$ cat src/rtl/updown_sweep_controller_if.sv
// Control/config and status bundle for the up/down sweep controller.
// The config source uses master; the controller uses slave.
interface updown_sweep_controller_if #(
  parameter int WIDTH  = 4,
  parameter int PASS_W = 4
);
  logic              start;
  logic              abort;
  logic              hold;
  logic [1:0]        mode;
  logic [WIDTH-1:0]  lo;
  logic [WIDTH-1:0]  hi;
  logic [PASS_W-1:0] passes;
  logic [WIDTH-1:0]  count;
  logic              dir;
  logic              busy;
  logic              done;
  logic              turn;
  logic              err;

  modport master (
    output start, abort, hold, mode, lo, hi, passes,
    input  count, dir, busy, done, turn, err
  );

  modport slave (
    input  start, abort, hold, mode, lo, hi, passes,
    output count, dir, busy, done, turn, err
  );
endinterface

$ cat src/rtl/updown_sweep_controller.sv
// Windowed up/down sweep sequencer: steps a held counter through [lo, hi]
// with wrap or bounce turnaround, a pass limit, hold and abort.
//
// state | meaning
// IDLE  | waiting for an accepted start; count/dir keep their last values
// RUN   | stepping one value per cycle with hold low
module updown_sweep_controller #(
  parameter int WIDTH  = 4,
  parameter int PASS_W = 4
) (
  input logic                       clk,
  input logic                       rst_n,
  updown_sweep_controller_if.slave  sif
);

  typedef enum logic {IDLE = 1'b0, RUN = 1'b1} state_t;

  state_t            state_q, state_nxt;
  logic [1:0]        mode_q, mode_nxt;
  logic [WIDTH-1:0]  lo_q, lo_nxt;
  logic [WIDTH-1:0]  hi_q, hi_nxt;
  logic [PASS_W-1:0] passes_q, passes_nxt;
  logic [PASS_W-1:0] pass_q, pass_nxt;
  logic [WIDTH-1:0]  count_q, count_nxt;
  logic              dir_q, dir_nxt;
  logic              busy_q, busy_nxt;
  logic              done_q, done_nxt;
  logic              turn_q, turn_nxt;
  logic              err_q, err_nxt;

  logic start_req;
  logic window_ok;
  logic at_end;
  logic last_pass;

  assign start_req = sif.start && !sif.abort;
  assign window_ok = (sif.lo <= sif.hi);
  assign at_end    = dir_q ? (count_q == lo_q) : (count_q == hi_q);
  // passes=0 never reaches a final pass, so the sweep only ends on abort
  assign last_pass = (passes_q != '0) && (pass_q == passes_q);

  always_ff @(posedge clk) begin
    if (!rst_n) begin
      state_q  <= IDLE;
      mode_q   <= '0;
      lo_q     <= '0;
      hi_q     <= '0;
      passes_q <= '0;
      pass_q   <= '0;
      count_q  <= '0;
      dir_q    <= 1'b0;
      busy_q   <= 1'b0;
      done_q   <= 1'b0;
      turn_q   <= 1'b0;
      err_q    <= 1'b0;
    end else begin
      state_q  <= state_nxt;
      mode_q   <= mode_nxt;
      lo_q     <= lo_nxt;
      hi_q     <= hi_nxt;
      passes_q <= passes_nxt;
      pass_q   <= pass_nxt;
      count_q  <= count_nxt;
      dir_q    <= dir_nxt;
      busy_q   <= busy_nxt;
      done_q   <= done_nxt;
      turn_q   <= turn_nxt;
      err_q    <= err_nxt;
    end
  end

  always_comb begin
    state_nxt = state_q;
    case (state_q)
      IDLE: if (start_req && window_ok) state_nxt = RUN;
      RUN: begin
        if (sif.abort)                             state_nxt = IDLE;
        else if (!sif.hold && at_end && last_pass) state_nxt = IDLE;
      end
      default: state_nxt = IDLE;
    endcase
  end

  always_comb begin
    mode_nxt   = mode_q;
    lo_nxt     = lo_q;
    hi_nxt     = hi_q;
    passes_nxt = passes_q;
    pass_nxt   = pass_q;
    count_nxt  = count_q;
    dir_nxt    = dir_q;
    done_nxt   = 1'b0;
    turn_nxt   = 1'b0;
    err_nxt    = 1'b0;
    busy_nxt   = (state_nxt == RUN);
    case (state_q)
      IDLE: begin
        if (start_req) begin
          if (window_ok) begin
            mode_nxt   = sif.mode;
            lo_nxt     = sif.lo;
            hi_nxt     = sif.hi;
            passes_nxt = sif.passes;
            pass_nxt   = PASS_W'(1);
            dir_nxt    = sif.mode[0];
            count_nxt  = sif.mode[0] ? sif.hi : sif.lo;
          end else begin
            err_nxt = 1'b1;
          end
        end
      end
      RUN: begin
        if (!sif.abort && !sif.hold) begin
          if (!at_end) begin
            count_nxt = dir_q ? (count_q - 1'b1) : (count_q + 1'b1);
          end else if (last_pass) begin
            done_nxt = 1'b1;
          end else begin
            turn_nxt = 1'b1;
            if (passes_q != '0) pass_nxt = pass_q + 1'b1;
            if (!mode_q[1]) begin
              count_nxt = dir_q ? hi_q : lo_q;
            end else begin
              // Bounce steps back off the end point so it is not repeated,
              // except for a single-value window where there is nowhere to go.
              dir_nxt = !dir_q;
              if (lo_q != hi_q)
                count_nxt = dir_q ? (count_q + 1'b1) : (count_q - 1'b1);
            end
          end
        end
      end
      default: ;
    endcase
  end

  assign sif.count = count_q;
  assign sif.dir   = dir_q;
  assign sif.busy  = busy_q;
  assign sif.done  = done_q;
  assign sif.turn  = turn_q;
  assign sif.err   = err_q;

endmodule
$ cat src/flat_wrapper.sv
// flat-port wrapper written by rule: the top's interface ports become plain ports
module updown_sweep_controller_flat 
#(
  parameter int WIDTH  = 4,
  parameter int PASS_W = 4
)
  (clk, rst_n, sif_start, sif_abort, sif_hold, sif_mode, sif_lo, sif_hi, sif_passes, sif_count, sif_dir, sif_busy, sif_done, sif_turn, sif_err);
  updown_sweep_controller_if #(.WIDTH(WIDTH), .PASS_W(PASS_W)) sif_i ();
  input logic clk;
  input logic rst_n;
  input wire logic [$bits(sif_i.start)-1:0] sif_start;
  input wire logic [$bits(sif_i.abort)-1:0] sif_abort;
  input wire logic [$bits(sif_i.hold)-1:0] sif_hold;
  input wire logic [$bits(sif_i.mode)-1:0] sif_mode;
  input wire logic [$bits(sif_i.lo)-1:0] sif_lo;
  input wire logic [$bits(sif_i.hi)-1:0] sif_hi;
  input wire logic [$bits(sif_i.passes)-1:0] sif_passes;
  output wire logic [$bits(sif_i.count)-1:0] sif_count;
  output wire logic [$bits(sif_i.dir)-1:0] sif_dir;
  output wire logic [$bits(sif_i.busy)-1:0] sif_busy;
  output wire logic [$bits(sif_i.done)-1:0] sif_done;
  output wire logic [$bits(sif_i.turn)-1:0] sif_turn;
  output wire logic [$bits(sif_i.err)-1:0] sif_err;
  assign sif_i.start = sif_start;
  assign sif_i.abort = sif_abort;
  assign sif_i.hold = sif_hold;
  assign sif_i.mode = sif_mode;
  assign sif_i.lo = sif_lo;
  assign sif_i.hi = sif_hi;
  assign sif_i.passes = sif_passes;
  assign sif_count = sif_i.count;
  assign sif_dir = sif_i.dir;
  assign sif_busy = sif_i.busy;
  assign sif_done = sif_i.done;
  assign sif_turn = sif_i.turn;
  assign sif_err = sif_i.err;
  updown_sweep_controller #(.WIDTH(WIDTH), .PASS_W(PASS_W)) u_core (.clk(clk), .rst_n(rst_n), .sif(sif_i));
endmodule
$ cat config.mk
export PLATFORM = sky130hd
export DESIGN_NAME = updown_sweep_controller_flat
export DESIGN_NICKNAME = d
export VERILOG_FILES = /design/src/rtl/updown_sweep_controller_if.sv /design/src/rtl/updown_sweep_controller.sv /design/src/flat_wrapper.sv
export SDC_FILE = /design/constraint.sdc
export NUM_CORES = 1
export LEC_CHECK = 0
export CORE_UTILIZATION = 51
export CTS_CLUSTER_DIAMETER = 40
export DETAILED_ROUTE_END_ITERATION = 16
export GPL_ROUTABILITY_DRIVEN = 0
export PLACE_DENSITY = 0.78
export SYNTH_ARGS = -nofsm -noshare
export SYNTH_HDL_FRONTEND = slang
export SYNTH_SLANG_ARGS = --single-unit
$ cat constraint.sdc
create_clock -name clk -period 2.3 [get_ports clk]
set_input_delay 0.345 -clock clk [delete_from_list [all_inputs] [get_ports clk]]
set_output_delay 0.345 -clock clk [all_outputs]
set_load 0.05 [all_outputs]
==> flow_summary.toml <==
[power_and_ir_drop]
seq_power_share_pct = 43.0
sw_frac_of_total_pct = 30.8
p_int_uw = 817
vdd_drop_max_v = 0.000351
switchingPower_uw = 363
power.density_mw_per_mm2 = 544
pwr-share-clk_pct = 26.6
power_leakage_nw = 0.851
p_comb_share_pct = 30.4

[die]
core-area_mm2 = 0.00310
fp.dieH_um = 59.5
io-pin-count = 28
num_rows = 20
initial_core_util_pct = 54.3
dieArea_mm2 = 0.00354
die_w_um = 59.5

[global_routing]
overflow = 0
grt_pass1_wl_mm = 6.63
grt_pass1_vias = 1457
track_usage_pct = 25.0
grt_max_degree = 17
antenna_found_initial = 0

[critical_path]
cp_data_required_time_ns = 1.96
reg2reg_slack_ns = 0.14
cp-start-kind = "flop"
rr_startpoint = "u_core.sif.dir"
rr_worst_depth = 6
cp_slowest_cell = "clkdlybuf4s50_1"
r2r-end = "u_core.pass_q[3]"
worst_path_dominant_cell_family = "buffers and inverters"
crit_arrival_ns = 1.83
critPathKind = "flop to primary output"
cp_cell_sequence = "clkdlybuf4s50_1"
path_buf_inv = 1
crit_path_max_fanout = 13
slowest_delay_ns = 0.89
worst_setup_path_end_kind = "primary output"

[routing]
first_iter_violations = 83
vias = 1619
avgRoutedWirePerCell_um = 12.6
routed_wirelength_mm = 3.82
drcViolationCount = 0
avgViaCountPerCell = 5.34
ant_nets = 0
first_pass_iters = 4

[clock_tree]
hold_buffers = 0
clkTransAtPathRegs_ns = 0.14
cts_tree = "built"
cts.sinks = 26
clock_latency_ns = 0.32
clockRootBuffer = "clkbuf_4"
cts_buffers = 3
cts_buffer_depth = 2
cts_htree_levels = 1

[timing]
layout_setup_ws_ns = 0.125
whs_ns = 0.492
hold_viol = 0
fmax_ghz = 0.460
finalSetupViolations = 0
tightest_slew_ns = 0.505
min_period_ns = 2.18
relSlewSlack_pct = 66.2
finalCritPeriodShare_pct = 94.6
maxSlewViolCount = 0
skew_ns = 0.00422
rsz0062_at_grt = "no"

[synth]
synthDistinctLibCells = 43
synth_area_per_cell_um2 = 7.69
synth-xor-area-share_pct = 7.80
async_flop_share_pct = 0
yosysMostFrequentCell = "nand2_1"
synth_area_leaders = "dfxtp_1 31%, nand2_1 8.9%, a21oi_1 6.8%"
yosys-top-cells-count = "40 x nand2_1, 26 x dfxtp_1, 23 x a21oi_1"
ys_ff_latch = 26
synth_area_leader_cell = "dfxtp_1"
synthAdderAreaFrac_pct = 5.20
yosys.area_share.simple_pct = 19.2
synth_compound_area_share_pct = 21.4
synth_top_family_by_area = "compound AO/OA/AOI/OAI gates"
yosysSeqAreaShare_pct = 30.9
syn_inst = 219
synth_nets = 245
synth_top_area_share_pct = 30.9
synthesis.area_mm2 = 0.00168
yosysWarnings = 0
muxShareOfSynthArea_pct = 9.21
synth_edf_count = 0
yosys_most_used_dff = "dfxtp_1"

[worst_hold_path]
whs_endpoint = "u_core.passes_q[1]"
hold_depth = 2
hold_path.class = "flop to flop"
hold_start = "u_core.passes_q[1]"

[final_layout]
final_cell_area_mm2 = 0.00217
drive_gt1_share_pct = 13.1
register_area_um2 = 528
synthToLayoutAreaGrowth_pct = 28.9
multiInputGateArea_mm2 = 0.00106
nFillCells = 287
diodes = 0
final_nets = 286

[outcome]
status = "complete, no violations"

[place]
dp_slack_ns = -0.161
portBuffers = 27
dp_hpwl_mm = 3.00
place_area_mm2 = 0.00212

[run]
drv_cap = 0
-- layout make-up --
type	instances	share of cell area (%)
well taps	44	2.54
flip-flops and latches	26	24.3
clock inverters	1	1.38
inverters	15	2.59
multi-input cells	167	48.8
clock buffers	3	1.04
repair buffers	47	19.4
-- cell usage in the layout (no fill, tap or decap), types with 4 or more instances in the layout --
master / count
nand2_1: 40
clkdlybuf4s50_1: 27
a21oi_1: 23
dfxtp_1: 22
buf_4: 20
inv_1: 14
o21ai_0: 12
mux2i_1: 11
xnor2_1: 9
nor2_1: 8
nor3_1: 8
ha_1: 7
xor2_1: 6
mux2_2: 4
-- worst reg2reg max path: stages, from the launching register on --
cell     delay [ns]
dfxtp_4        0.45
mux2i_1        0.25
xnor2_1        0.15
nand4_1        0.15
o41a_1         0.47
or4_1          0.48
a21oi_1        0.14
-- worst max-delay path by stage --
stage | end | slack (ns) | cells after the start | start
2_1_floorplan | u_core.pass_q[3] | 0.01 | 7 | u_core.sif.dir
3_3_place_gp | u_core.sif.count[3] | -0.11 | 10 | sif_hi[1]
3_5_place_dp | u_core.sif.count[3] | -0.16 | 10 | sif_hi[1]
4_1_cts | u_core.pass_q[3] | 0.07 | 6 | u_core.sif.dir
5_1_grt | u_core.pass_q[3] | 0.003 | 6 | u_core.sif.dir
6_report | sif_busy | 0.12 | 1 | u_core.state_q
-- flip-flops by register name (all words and copies together) (netlist names) --
name	flops
u_core.hi_q	4
u_core.state_q	1
u_core.sif.dir	1
u_core.pass_q	4
u_core.passes_q	4
u_core.lo_q	4
u_core.sif.count	4
u_core.sif.turn	1
u_core.mode_q	1
u_core.sif.err	1
u_core.sif.done	1
-- stage by stage --
stage | cells | setup TNS, ns | power (mW) | utilization, %
4_1_cts | 303 | 0 | 1.19 | 69.9
6_report | 303 | 0 | 1.18 | 70.0
3_3_place_gp | 299 | -0.528 | 0.870 | 68.2
2_1_floorplan | 219 | 0 | 0.739 | -
5_1_grt | 303 | 0 | 1.25 | 70.0
3_5_place_dp | 299 | -1.26 | 0.874 | 68.2
-- power by group through the flow --
stage / clock, mW / combinational [mW] / sequential, mW
6_report: 0.314 / 0.359 / 0.507
5_1_grt: 0.338 / 0.398 / 0.512
4_1_cts: 0.323 / 0.358 / 0.508
3_5_place_dp: 0 / 0.356 / 0.518
3_3_place_gp: 0 / 0.353 / 0.517
2_1_floorplan: 0 / 0.203 / 0.536
-- routing by layer --
layer | up-vias | share of wire (%) | GRT usage (%)
met2 | 28 | 44 | 39.8
met5 | - | 0 | 0
met1 | 732 | 51 | 34.5
met3 | 6 | 2.4 | 3.28
li1 | 853 | - | -
met4 | 0 | 2.0 | 8.84
-- logic make-up after synthesis --
kind of cell / after synthesis
adders and majority gates: 7
DFF: 26
muxes: 15
xor gates and xnor gates: 15
and+or+nand+nor: 73
buffers and inverters: 26
AOI/OAI and AO/OA: 57
-- what timing repair did --
action                     in CTS  in global routing
gates resized for setup         0                  1
setup buffers                   0                  0
setup endpoints to repair       0                  2
No activity file was read; power rests on OpenSTA's default activity.
